==> src/rtl/custom_axi_ip_regs.sv <==
// AXI4-Lite register front-end for the custom_axi_ip core: CTRL/DIN/DOUT/STATUS.
// Optional IRQ output and CTRL.IRQ_EN bit enabled by defining CUSTOM_AXI_IP_REGS_IRQ_EN.
module custom_axi_ip_regs #(
  parameter int DATA_WIDTH = 32,
  parameter int ADDR_WIDTH = 4
) (
  input  logic                    clk_i,
  input  logic                    rst_i,
  input  logic [ADDR_WIDTH-1:0]   s_awaddr_i,
  input  logic                    s_awvalid_i,
  output logic                    s_awready_o,
  input  logic [DATA_WIDTH-1:0]   s_wdata_i,
  input  logic [DATA_WIDTH/8-1:0] s_wstrb_i,
  input  logic                    s_wvalid_i,
  output logic                    s_wready_o,
  output logic [1:0]              s_bresp_o,
  output logic                    s_bvalid_o,
  input  logic                    s_bready_i,
  input  logic [ADDR_WIDTH-1:0]   s_araddr_i,
  input  logic                    s_arvalid_i,
  output logic                    s_arready_o,
  output logic [DATA_WIDTH-1:0]   s_rdata_o,
  output logic [1:0]              s_rresp_o,
  output logic                    s_rvalid_o,
  input  logic                    s_rready_i,
  output logic [15:0]             core_din_o,
  output logic                    core_enable_o,
  input  logic [15:0]             core_dout_i,
  input  logic [1:0]              core_enable_out_i,
  input  logic [1:0]              core_status_i
`ifdef CUSTOM_AXI_IP_REGS_IRQ_EN
  ,
  output logic                    irq_o
`endif
);

  typedef enum logic {W_IDLE, W_RESP} wstate_t;
  typedef enum logic {R_IDLE, R_DATA} rstate_t;

  wstate_t               wstate;
  rstate_t               rstate;
  logic                  aw_held, w_held;
  logic [ADDR_WIDTH-1:0] awaddr_q;
  logic [15:0]           wdata_q;
  logic [1:0]            wstrb_q;
  logic [15:0]           din_q, dout_q;
  logic                  done_q, ovr_q;
  logic                  irq_en_q;

  logic                  wr_commit, wr_oor;
  logic                  wr_ctrl, wr_din, wr_stat;
  logic                  rd_oor;
  logic [DATA_WIDTH-1:0] rd_data;
  logic                  cap;
  logic                  unused_bits;

  assign wr_commit = (wstate == W_IDLE) && aw_held && w_held;
  assign wr_oor    = (awaddr_q >> 4) != '0;
  assign wr_ctrl   = wr_commit && !wr_oor && (awaddr_q[3:2] == 2'd0);
  assign wr_din    = wr_commit && !wr_oor && (awaddr_q[3:2] == 2'd1);
  assign wr_stat   = wr_commit && !wr_oor && (awaddr_q[3:2] == 2'd3);
  assign rd_oor    = (s_araddr_i >> 4) != '0;
  assign cap       = core_enable_out_i[0];
  assign core_din_o = din_q;

  assign unused_bits = ^{s_wdata_i[DATA_WIDTH-1:16], s_wstrb_i[DATA_WIDTH/8-1:2],
                         awaddr_q[1:0], s_araddr_i[1:0], core_enable_out_i[1]};

  // AW and W are buffered independently; the commit happens once both are held.
  always_ff @(posedge clk_i or posedge rst_i) begin
    if (rst_i) begin
      wstate      <= W_IDLE;
      aw_held     <= 1'b0;
      w_held      <= 1'b0;
      awaddr_q    <= '0;
      wdata_q     <= '0;
      wstrb_q     <= '0;
      s_awready_o <= 1'b0;
      s_wready_o  <= 1'b0;
      s_bvalid_o  <= 1'b0;
      s_bresp_o   <= '0;
    end else begin
      case (wstate)
        W_IDLE: begin
          if (wr_commit) begin
            wstate      <= W_RESP;
            s_bvalid_o  <= 1'b1;
            s_bresp_o   <= wr_oor ? 2'b10 : 2'b00;
            aw_held     <= 1'b0;
            w_held      <= 1'b0;
            s_awready_o <= 1'b0;
            s_wready_o  <= 1'b0;
          end else begin
            if (s_awvalid_i && s_awready_o) begin
              awaddr_q <= s_awaddr_i;
              aw_held  <= 1'b1;
            end
            if (s_wvalid_i && s_wready_o) begin
              wdata_q <= s_wdata_i[15:0];
              wstrb_q <= s_wstrb_i[1:0];
              w_held  <= 1'b1;
            end
            s_awready_o <= !(aw_held || (s_awvalid_i && s_awready_o));
            s_wready_o  <= !(w_held || (s_wvalid_i && s_wready_o));
          end
        end
        W_RESP: begin
          if (s_bready_i) begin
            wstate      <= W_IDLE;
            s_bvalid_o  <= 1'b0;
            s_awready_o <= 1'b1;
            s_wready_o  <= 1'b1;
          end
        end
        default: wstate <= W_IDLE;
      endcase
    end
  end

  always_comb begin
    rd_data = '0;
    if (!rd_oor) begin
      case (s_araddr_i[3:2])
        2'd0: begin
`ifdef CUSTOM_AXI_IP_REGS_IRQ_EN
          rd_data[1] = irq_en_q;
`endif
        end
        2'd1: rd_data[15:0] = din_q;
        2'd2: rd_data[15:0] = dout_q;
        default: rd_data[3:0] = {ovr_q, done_q, core_status_i};
      endcase
    end
  end

  always_ff @(posedge clk_i or posedge rst_i) begin
    if (rst_i) begin
      rstate      <= R_IDLE;
      s_arready_o <= 1'b0;
      s_rvalid_o  <= 1'b0;
      s_rdata_o   <= '0;
      s_rresp_o   <= '0;
    end else begin
      case (rstate)
        R_IDLE: begin
          if (s_arvalid_i && s_arready_o) begin
            rstate      <= R_DATA;
            s_rdata_o   <= rd_data;
            s_rresp_o   <= rd_oor ? 2'b10 : 2'b00;
            s_rvalid_o  <= 1'b1;
            s_arready_o <= 1'b0;
          end else begin
            s_arready_o <= 1'b1;
          end
        end
        R_DATA: begin
          if (s_rready_i) begin
            rstate      <= R_IDLE;
            s_rvalid_o  <= 1'b0;
            s_arready_o <= 1'b1;
          end
        end
        default: rstate <= R_IDLE;
      endcase
    end
  end

  // Capture sets DONE/OVERRUN after the W1C mask, so a coincident set wins.
  always_ff @(posedge clk_i or posedge rst_i) begin
    if (rst_i) begin
      din_q         <= '0;
      dout_q        <= '0;
      done_q        <= 1'b0;
      ovr_q         <= 1'b0;
      core_enable_o <= 1'b0;
      irq_en_q      <= 1'b0;
    end else begin
      core_enable_o <= wr_ctrl && wstrb_q[0] && wdata_q[0];
      if (wr_din && wstrb_q[0]) din_q[7:0]  <= wdata_q[7:0];
      if (wr_din && wstrb_q[1]) din_q[15:8] <= wdata_q[15:8];
      if (cap) dout_q <= core_dout_i;
      done_q <= cap | (done_q & !(wr_stat && wstrb_q[0] && wdata_q[2]));
      ovr_q  <= (cap & done_q) | (ovr_q & !(wr_stat && wstrb_q[0] && wdata_q[3]));
`ifdef CUSTOM_AXI_IP_REGS_IRQ_EN
      if (wr_ctrl && wstrb_q[0]) irq_en_q <= wdata_q[1];
`endif
    end
  end

`ifdef CUSTOM_AXI_IP_REGS_IRQ_EN
  always_ff @(posedge clk_i or posedge rst_i) begin
    if (rst_i) irq_o <= 1'b0;
    else       irq_o <= irq_en_q & done_q;
  end
`endif

endmodule

==> config.mk <==
export PLATFORM = sky130hd
export DESIGN_NAME = custom_axi_ip_regs
export DESIGN_NICKNAME = d
export VERILOG_FILES = /design/src/rtl/custom_axi_ip_regs.sv
export SDC_FILE = /design/constraint.sdc
export NUM_CORES = 1
export LEC_CHECK = 0
export ABC_AREA = 1
export CAP_MARGIN = 40
export CORE_AREA = 10 10 97 99
export CTS_CLUSTER_DIAMETER = 80
export CTS_CLUSTER_SIZE = 24
export DETAILED_ROUTE_END_ITERATION = 12
export DIE_AREA = 0 0 107 109
export PLACE_DENSITY = 0.95
export SYNTH_ARGS = -nofsm -noshare
export SYNTH_HDL_FRONTEND = slang
export SYNTH_SLANG_ARGS = --single-unit
==> constraint.sdc <==
create_clock -name clk_i -period 5.06 [get_ports clk_i]
set_clock_uncertainty 0.2 [all_clocks]
set_input_delay 1.012 -clock clk_i [delete_from_list [all_inputs] [get_ports clk_i]]
set_output_delay 1.012 -clock clk_i [all_outputs]
set_load 0.05 [all_outputs]
# Word-level counts from Yosys, hierarchy flattened
# Cells that the tools add are included.
[word_totals]
regBits = 82
inputBits = 71
out_inout_bits = 58
[op_classes]
eq_ne = 8
muxes = 26
bitwise = 8
n_reduce_logical = 32
[op_table]
columns = ["op", "count"]
rows = [
  ["$pmux W12 S2", 1],
  ["$mux W1", 17],
  ["$logic_and A1 B1 Y1", 15],
  ["$pmux W1 S2", 7],
  ["$pmux W4 S3", 1],
  ["$reduce_and A2 Y1", 5],
  ["$ne A2 B2 Y1 const B", 4],
  ["$reduce_and A3 Y1", 2],
  ["$eq A2 B1 Y1 const B", 2],
  ["$eq A2 B2 Y1 const B", 2],
  ["$logic_not A1 Y1", 4],
  ["$logic_not A2 Y1", 2],
  ["$reduce_bool A2 Y1", 2],
  ["$and A1 B1 Y1", 3],
  ["$not A1 Y1", 3],
  ["$logic_or A1 B1 Y1", 2],
  ["$or A1 B1 Y1", 2],
]

# Longest topological paths before layout
# Gate-level depths: netlist of the first run.
[logic_depth]
depth_word = 9
depth_mapped = 8

# Worst setup path after synthesis of the first run
# OpenSTA, ideal clock, no wires.
[synth_path]
kind = "input to register"
start = "input s_araddr_i[2]"
end = "register s_rdata_o[10]"
arrival_ns = 1.788
path_slack_ns = 2.955
cell_stages = 7
cell_sequence = "inv_1 > ha_1 > inv_1 > clkbuf_1 > o21ai_0 > nand2_1 > nand2_1"
[synth_between]
elab_chain_cells = 2
word_cells_on_any_way = 3
[synth_rtl]
columns = ["item", "line", "rtl"]
rows = [
  ["from (decl)", "19", "input logic [ADDR_WIDTH-1:0] s_araddr_i,"],
  ["$eq A2 B2 Y1 or $eq A2 B1 Y1 (tied branches)", "123", "case (s_araddr_i[3:2])"],
  ["$pmux W12 S2 (*)", "123", ""],
  ["to (signal assigned)", "148", "s_rdata_o <= rd_data;"],
  ["to (decl)", "22", "output logic [DATA_WIDTH-1:0] s_rdata_o,"],
]
# Mark *: on every way between the ends. The rest lies on a longest branch, timed or not.
# A chain may end at the register's enable or synchronous reset.

# Worst setup path after layout of the first run
[layout_path]
start = "register din_q[15] (netlist: core_din_o[15])"
end = "output core_din_o[15]"
[layout_lines]
columns = ["item", "line", "rtl"]
rows = [
  ["from (decl)", "46", "logic [15:0] din_q, dout_q;"],
  ["from (signal assigned)", "180", "if (wr_din && wstrb_q[1]) din_q[15:8] <= wdata_q[15:8];"],
  ["to (decl)", "26", "output logic [15:0] core_din_o,"],
]
# No word-level cell between the ends.

==> metrics, run 1 <==
fill count 649; largest net degree at the start of global routing 44; sequential fraction of the synthesis area between 50% and 60%; synthesis-to-finish area growth 30.0%; Crit. End Element output pin; Max Clock Freq 0.354 GHz; power density over cell area 594 nW/um^2; run status complete, no violations; fin crit share a little under three fifths; core area roughly 7500 um^2; Synth Register Bits 80; share of cells above drive strength 1 around 5.4%; via count 2921; hold path depth 2; Die Width ~110 um; Hold Startpoint wdata_q[4]; Resize count post-CTS 0; GRT overflow 0; pre-CTS WS about 2.1 ns; Die H approximately 110 um; Root Buffer clkbuf_8; placed cell count slightly below 600; flop2flop setup slack between 3 and 4 ns; final-report setup violation count 0; vias in the first global route around 3000; Non-Filler Instances around 600; hold endpoint wdata_q[4]; Detail Placement HPWL between 6000 and 7000 um; maximum root-to-sink buffer count 2; Max Cap Viol 0; slew at the pin with the worst max-slew slack roughly 0.73 ns; Tightest Hold Check Type reg2reg; clock latency on the worst-skew pair 0.34 ns; crit path kind reg2out; DRC 0; Static Leak 2.34 nW; RSZ-0062 raised after global routing false; CP Cell Sequence clkdlybuf4s50_1; synthesized cell area between 3000 and 4000 um^2; Hold Vio Cnt, Final 0; first-pass GRT wire length 14200 um; post-route ant nets 0; IO Count ~130; reg2reg end wdata_q[8]; setup TNS 0 ns; row cnt 32; TritonCTS clock tree yes; IO Port Bufs between 80 and 90; Crit path max-delay family buffers and inverters; crit path max fanout 3; worst flop-to-flop path startpoint s_wready_o; worst path bufs/invs 1; synthesis warning total 0; syn_area_per_cell approximately 8.6 um^2; Initial Utilization between 40% and 50%; Final Total Pwr approximately 2.7 mW; post-route setup slack about 2.2 ns; initial antenna violation count 0; DR iter-0 viols 110; Yosys cell types 25; Crit path depth 1; slowest stage delay, CP approximately 0.87 ns; H-tree levels 3; CP Data Required Time between 3 and 4 ns; Placer Congestion just over 0.8; hold buffer count at CTS 0; TritonCTS Sinks 80; Nets 571; Gate Count Post-Synth 415; Fin Hold WS 0.277 ns; Slew Viols, Final 0; DRT Pass-1 Iters 4; Die Footprint roughly 12000 um^2; post-CTS setup buffer count 0; type of origin of the critical path register; WL/cell approximately 15 um; final wirelength between 8000 and 9000 um; Total GRT Usage 15.2%; Inserted Clock Buffers 9; min Tclk post-route roughly 2.8 ns; Clock Pin Slew Worst Setup and Hold Paths ~0.080 ns; Reg2Reg Depth 5; diode count 0; Max IR drop VDD between 0.3 and 0.4 mV; slowest CP cell clkdlybuf4s50_1; Worst EP arrival 1.61 ns; Avg Vias per Cell 4.84; Rel. slew slack between 50% and 60%
-- layer usage --
| metal | track usage, % | wire [um] |
|---|---|---|
| met1 | 16.5 | 3530 |
| met2 | 25.7 | 4340 |
| met3 | 5.37 | 671 |
| met4 | 8.22 | 245 |
| met5 | 0 | 0 |
-- worst max-delay path by stage --
stage	end	slack, ns	start
final	core_din_o[15]	2.24	core_din_o[15]
after global routing	core_din_o[15]	2.19	core_din_o[15]
after CTS	core_din_o[15]	2.23	core_din_o[15]
after detailed placement	wdata_q[6]	2.13	s_wvalid_i
after global placement	wdata_q[2]	2.20	s_wvalid_i
after floorplan	aw_held	1.80	rst_i
-- cell usage after synthesis, drive strengths merged --
cell type / count / area (um^2)
nand2: 181 / 692
dfrtp: 80 / 2000
nand3: 43 / 228
buf: 28 / 204
o21ai: 27 / 135
inv: 26 / 97.6
nor2: 9 / 57.6
clkbuf: 7 / 26.3
o211ai: 4 / 30.0
ha: 3 / 37.5
a21oi: 2 / 10.0
and3: 1 / 6.26
conb: 1 / 3.75
nand3b: 1 / 7.51
nor4: 1 / 6.26
o22ai: 1 / 6.26
-- kinds of logic after synthesis --
group                      share of synthesized area [%]
buffers and inverters                               9.24
adders and majority gates                           1.06
other                                              0.106
DFF                                                 56.4
AOI/OAI and AO/OA                                   5.11
and+or+nand+nor                                     28.1
-- final cells by class --
| class | instances | area (um^2) | share of cell area [%] |
|---|---|---|---|
| clock buffer | 12 | 155 | 3.36 |
| inverter | 26 | 98.8 | 2.14 |
| timing repair buffer | 87 | 873 | 18.9 |
| tap | 102 | 128 | 2.77 |
| sequential | 80 | 2000 | 43.4 |
| clock inverter | 3 | 65.1 | 1.41 |
| multi-input combinational | 293 | 1290 | 28.0 |
-- registers in the layout, indices dropped and copies added, names as in the netlist --
register       flops
aw_held            1
awaddr_q           2
core_din_o        16
core_enable_o      1
done_q             1
dout_q            16
ovr_q              1
rstate             1
s_arready_o        1
s_awready_o        1
s_bvalid_o         1
s_rdata_o         16
s_rvalid_o         1
s_wready_o         1
w_held             1
wdata_q           16
wstate             1
wstrb_q            2
-- power by group --
group	switching [mW]	internal (mW)
combinational	0.820	0.364
clock	0.219	0.302
sequential	0.177	0.861
-- stage by stage --
step / utilization [%] / instance area (um^2)
after global routing: 61.3 / 4610
after CTS: 61.3 / 4610
after floorplan: - / 3620
after global placement: 58.2 / 4380
after detailed placement: 58.4 / 4390
final: 61.3 / 4610
-- layout by cell type (no fill, tap or decap), types with 2 or more instances in the layout --
cell type        netlist  layout
nand2_2                2       2
dfrtp_1               80      80
nand2_1              178     178
inv_2                  2       2
o211ai_1               4       4
clkbuf_8               0      11
o21ai_1                4       4
nor2_1                 5       5
clkdlybuf4s50_1        0      85
conb_1                 1      20
ha_1                   3       3
clkinv_2               0       2
inv_1                 24      23
nor2_2                 3       3
a21oi_1                2       2
o21ai_0               23      23
nand3_1               42      42
bufinv_16              0       2
(Power assumes the default switching activity.)
==> run 2: changes to the inputs <==
Settings changed: CORE_AREA 10 10 97 99 to 10 10 100 102, DIE_AREA 0 0 107 109 to 0 0 110 112, PLACE_DENSITY 0.95 to 0.92.
Clock period 5.06 ns to 2.8 ns, I/O delays scaled along.
==> metrics, run 2 (synthesized netlist as in run 1, its figures left out) <==
fin crit share between 80 and 90%; diode count 0 (unchanged); M2 GR Usage 23.6% (-2.1 points); final-report setup violation count 0 (unchanged); hold endpoint wdata_q[8]; Resize count post-CTS 0 (unchanged); Rel. slew slack 61.7% (+10 points); run status complete, no violations; Tightest Hold Check Type reg2reg; maximum root-to-sink buffer count 2 (unchanged); TritonCTS Sinks 80 (unchanged); Reg2Reg Depth 6 (+1); Die Footprint 12300 um^2 (+5.6%); Static Leak 2.33 nW (about the same); final wirelength 8500 um (-3.1%); min Tclk post-route between 2 and 2.5 ns; Max IR drop VDD 0.563 mV (+45%); setup TNS 0 ns (unchanged); clock latency on the worst-skew pair 0.35 ns (about the same); met1 GRT Util 17.4% (+0.90 points); Max Cap Viol 0 (unchanged); Initial Utilization 44.1% (-3.1 points); Root Buffer clkbuf_8; post-route setup slack 0.446 ns (-1.79 ns); Non-Filler Instances 609 (+1.0%); WL/cell 14.0 um (-4.1%); GRT overflow 0 (unchanged); IO Count 129 (unchanged); row cnt 33 (+3.1%); Crit. End Element output pin; RSZ-0062 raised after global routing false; reg2reg end core_din_o[2]; DRT Pass-1 Iters 4 (unchanged); Detail Placement HPWL 6670 um (-1.5%); commonest non-fill, non-tap cell in the layout nand2_1; grt met3 use 5.54% (+0.17 points); Crit path depth 1 (unchanged); slew at the pin with the worst max-slew slack 0.574 ns (-0.151 ns); slowest stage delay, CP 0.86 ns (about the same); largest net degree at the start of global routing 44 (unchanged); Worst EP arrival 1.59 ns (-0.02 ns); power density over cell area 1060 nW/um^2 (+78%); crit path max fanout 3 (unchanged); IO Port Bufs 85 (unchanged); CP Data Required Time 2.04 ns (-1.81 ns); Hold Vio Cnt, Final 0 (unchanged); Avg Vias per Cell 4.69 (-3.2%); post-route ant nets 0 (unchanged); Max Clock Freq 0.425 GHz; grt peak-use layer met2; hold buffer count at CTS 0 (unchanged); CP Cell Sequence clkdlybuf4s50_1; most frequent cells in the layout 178 x nand2_1, 85 x clkdlybuf4s50_1, 80 x dfrtp_1, 42 x nand3_1; placed cell count 594 (+1.0%); vias in the first global route 2952 (-1.3%); H-tree levels 3 (unchanged); initial antenna violation count 0 (unchanged); Die Width 110 um (+2.8%); via count 2856 (-2.2%); Crit path max-delay family buffers and inverters; Die H 112 um (+2.8%); Clock Pin Slew Worst Setup and Hold Paths 0.07 ns (about the same); Placer Congestion 0.854 (+5.6%); worst flop-to-flop path startpoint wstate; type of origin of the critical path register; post-CTS setup buffer count 0 (unchanged); synthesis-to-finish area growth 30.0% (about the same); Fin Hold WS 0.277 ns (-0.000411 ns); hold path depth 2 (unchanged); Nets 574 (+0.53%); DRC 0 (unchanged); Inserted Clock Buffers 9 (unchanged); TritonCTS clock tree yes; slowest CP cell clkdlybuf4s50_1; Slew Viols, Final 0 (unchanged); core area 8050 um^2 (+7.0%); share of cells above drive strength 1 5.75% (+0.36 points); worst path bufs/invs 1 (unchanged); DR iter-0 viols 106 (-3.6%); crit path kind reg2out; pre-CTS WS 0.374 ns (-1.76 ns); Hold Startpoint wdata_q[8]; first-pass GRT wire length 14400 um (+1.6%); Total GRT Usage 14.5% (-0.73 points); flop2flop setup slack 0.98 ns (-2.23 ns)
-- run 2: changes by cell type in the layout (fill, tap and decap cells not counted), sizes merged --
cell      delta
clkinvlp     +1
clkbuf       -1
buf          +3
-- run 2: report_power, final --
part	internal, mW	leakage (nW)	switching [mW]
clock	0.495	0.103	0.396
sequential	1.56	1.01	0.318
combinational	0.663	1.22	1.46
-- run 2: worst reg2reg max path, cell delays in order (launching register included) --
cell and delay (ns):
dfrtp_1 0.44, inv_2 0.13, nand3_4 0.29, nor2_8 0.34, nand2_2 0.17, nand2_1 0.09, nand2_1 0.05
-- run 2: per-layer routing --
layer	wire [um]	vias to the layer above
met5	0	-
met4	119	0
met3	657	10
met2	4120	80
met1	3600	1333
li1	-	1433
-- run 2: metrics by stage --
| stage | power [mW] | cell area (um^2) | util (%) |
|---|---|---|---|
| after floorplan | 3.33 | 3620 | - |
| after CTS | 4.94 | 4620 | 57.3 |
| after global routing | 5.20 | 4620 | 57.3 |
| after global placement | 3.97 | 4410 | 54.8 |
| after detailed placement | 4.05 | 4410 | 54.8 |
| final | 4.89 | 4620 | 57.3 |
-- run 2: worst max-delay path by stage --
stage | start | to | slack (ns)
after floorplan | s_wready_o | wstrb_q[1] | 1.04
after global placement | s_arvalid_i | s_rdata_o[14] | 0.43
after detailed placement | s_arvalid_i | s_rdata_o[14] | 0.37
after CTS | s_awready_o | s_awready_o | 0.44
after global routing | core_din_o[5] | core_din_o[5] | 0.39
final | core_din_o[5] | core_din_o[5] | 0.45
-- run 2: final cells by class --
cell class / instances / area (um^2)
fill: 728 / 3440
sequential: 80 / 2000
multi-input combinational: 293 / 1290
timing repair buffer: 90 / 888
clock buffer: 11 / 131
tap: 105 / 131
inverter: 26 / 101
clock inverter: 4 / 70.1
==> run 3: changes to the inputs <==
Clock period 2.8 ns to 2.18 ns, I/O delays scaled along.
==> metrics, run 3 (synthesized netlist as in run 1, its figures left out) <==
Resize count post-CTS 2 (+2); WL/cell 14.4 um (+3.4%); Tightest Hold Check Type reg2reg; synthesis-to-finish area growth 30.2%; Max IR drop VDD 0.753 mV (+34%); core area 8050 um^2 (unchanged); IO Count 129 (unchanged); Crit. End Element output pin; CP Data Required Time 1.54 ns (-0.50 ns); post-route ant nets 0 (unchanged); Root Buffer clkbuf_8; Comb power frac 42.7% (-0.8 points); post-route setup slack 0.0469 ns (-0.399 ns); Avg Vias per Cell 4.77 (+1.8%); DRC 0 (unchanged); flop2flop setup slack 0.61 ns (-0.37 ns); IO Port Bufs 85 (unchanged); Die Footprint 12300 um^2 (unchanged); Slew Viols, Final 0 (unchanged); metal1 wirelength 3680 um (+2.2%); power density over cell area 1370 nW/um^2 (+29%); commonest non-fill, non-tap cell in the layout nand2_1; post-CTS setup buffer count 0 (unchanged); CP Cell Sequence clkdlybuf4s50_1; initial antenna violation count 0 (unchanged); Nets 577 (+0.52%); Max Cap Viol 0 (unchanged); switching part of the total power 44.7% (+0.15 points); crit path max fanout 2 (-1); Fin Hold WS 0.282 ns (+0.00510 ns); clock share of power 19.1% (+0.9 points); slowest stage delay, CP 0.81 ns (-0.05 ns); Inserted Clock Buffers 9 (unchanged); TritonCTS clock tree yes; DRT Pass-1 Iters 4 (unchanged); final-report setup violation count 0 (unchanged); first-pass GRT wire length 14200 um (-1.4%); largest net degree at the start of global routing 81 (+84%); GRT overflow 0 (unchanged); Total GRT Usage 14.3% (-0.21 points); H-tree levels 3 (unchanged); min Tclk post-route ~2.1 ns; worst path bufs/invs 1 (unchanged); slowest CP cell clkdlybuf4s50_1; Crit path max-delay family buffers and inverters; type of origin of the critical path register; Initial Utilization 44.1% (unchanged); hold buffer count at CTS 0 (unchanged); Clock Pin Slew Worst Setup and Hold Paths 0.08 ns (about the same); share of cells above drive strength 1 12.6% (+6.9 points); sw power 2.83 mW (+30%); run status complete, no violations; Static Leak 2.47 nW (+5.7%); placed cell count 597 (+0.51%); met3 WL post-DR 699 um (+6.4%); TritonCTS Sinks 80 (unchanged); Die H 112 um (unchanged); pre-CTS WS 0.000330 ns (-0.374 ns); Top Layer Used met4; final wirelength 8830 um (+3.9%); routed wl met2 4300 um (+4.4%); fin area 4620 um^2 (+0.14%); slew at the pin with the worst max-slew slack 0.576 ns (+0.00150 ns); diode count 0 (unchanged); setup TNS 0 ns (unchanged); Placer Congestion 0.850 (-0.54%); Seq. cell area 2000 um^2 (unchanged); post-place instance area 4400 um^2 (-0.40%); most frequent cells in the layout 178 x nand2_1, 80 x dfrtp_1, 49 x clkdlybuf4s50_1, 42 x nand3_1, 36 x buf_4; row cnt 33 (unchanged); RSZ-0062 raised after global routing false; Int Power 3.50 mW (+29%); Non-Filler Instances 612 (+0.49%); maximum root-to-sink buffer count 2 (unchanged); crit path kind reg2out; Multi-input gate area 1290 um^2 (unchanged); clock latency on the worst-skew pair 0.35 ns (about the same); fill count 714 (-1.9%); vias in the first global route 2910 (-1.4%); DR iter-0 viols 130 (+23%); Max Clock Freq between 0.4 and 0.5 GHz; Worst EP arrival 1.50 ns (-0.09 ns); Flop pwr share 38.2% (about the same); via count 2922 (+2.3%); Detail Placement HPWL 6700 um (+0.39%); Hold Vio Cnt, Final 0 (unchanged); Die Width 110 um (unchanged); fin crit share a little over nine tenths; Rel. slew slack 61.6% (-0.10 points)
-- run 3: routing by layer --
metal / track usage (%) / up-vias
met1: 17.2 / 1368
met4: 5.73 / 0
li1: - / 1440
met2: 23.0 / 101
met5: 0 / -
met3: 4.33 / 13
-- run 3: path summary, 6_finish.rpt --
kind	from	end	cells past startpoint
min	wdata_q[6]	wdata_q[6]	2
max	s_rdata_o[12]	s_rdata_o[12]	1
max in group asynchronous	rst_i	s_rdata_o[3]	3
min in group asynchronous	rst_i	wdata_q[14]	3
min reg2reg	wdata_q[6]	wdata_q[6]	2
max reg2reg	wstate	core_din_o[12]	6
-- run 3: power groups by stage --
stage,Sequential [mW],Clock (mW),Combinational [mW]
6_report,2.42,1.21,2.70
5_1_grt,2.49,1.29,2.92
4_1_cts,2.42,1.24,2.74
3_5_place_dp,2.44,0,2.74
3_3_place_gp,2.41,0,2.68
2_1_floorplan,3.29,0,0.990
-- run 3: layout make-up --
cell class                 count  area share (%)
tap                          105            2.84
sequential                    80            43.3
inverter                      26            2.19
clock inverter                 3            1.41
clock buffer                  12            3.36
timing repair buffer          93            18.9
multi-input combinational    293            27.9
-- run 3: per-stage QoR --
step	power (mW)	util, %
finish	6.33	57.4
global route	6.69	57.4
CTS	6.39	57.3
detailed placement	5.18	54.6
global placement	5.09	54.6
floorplan	4.28	-
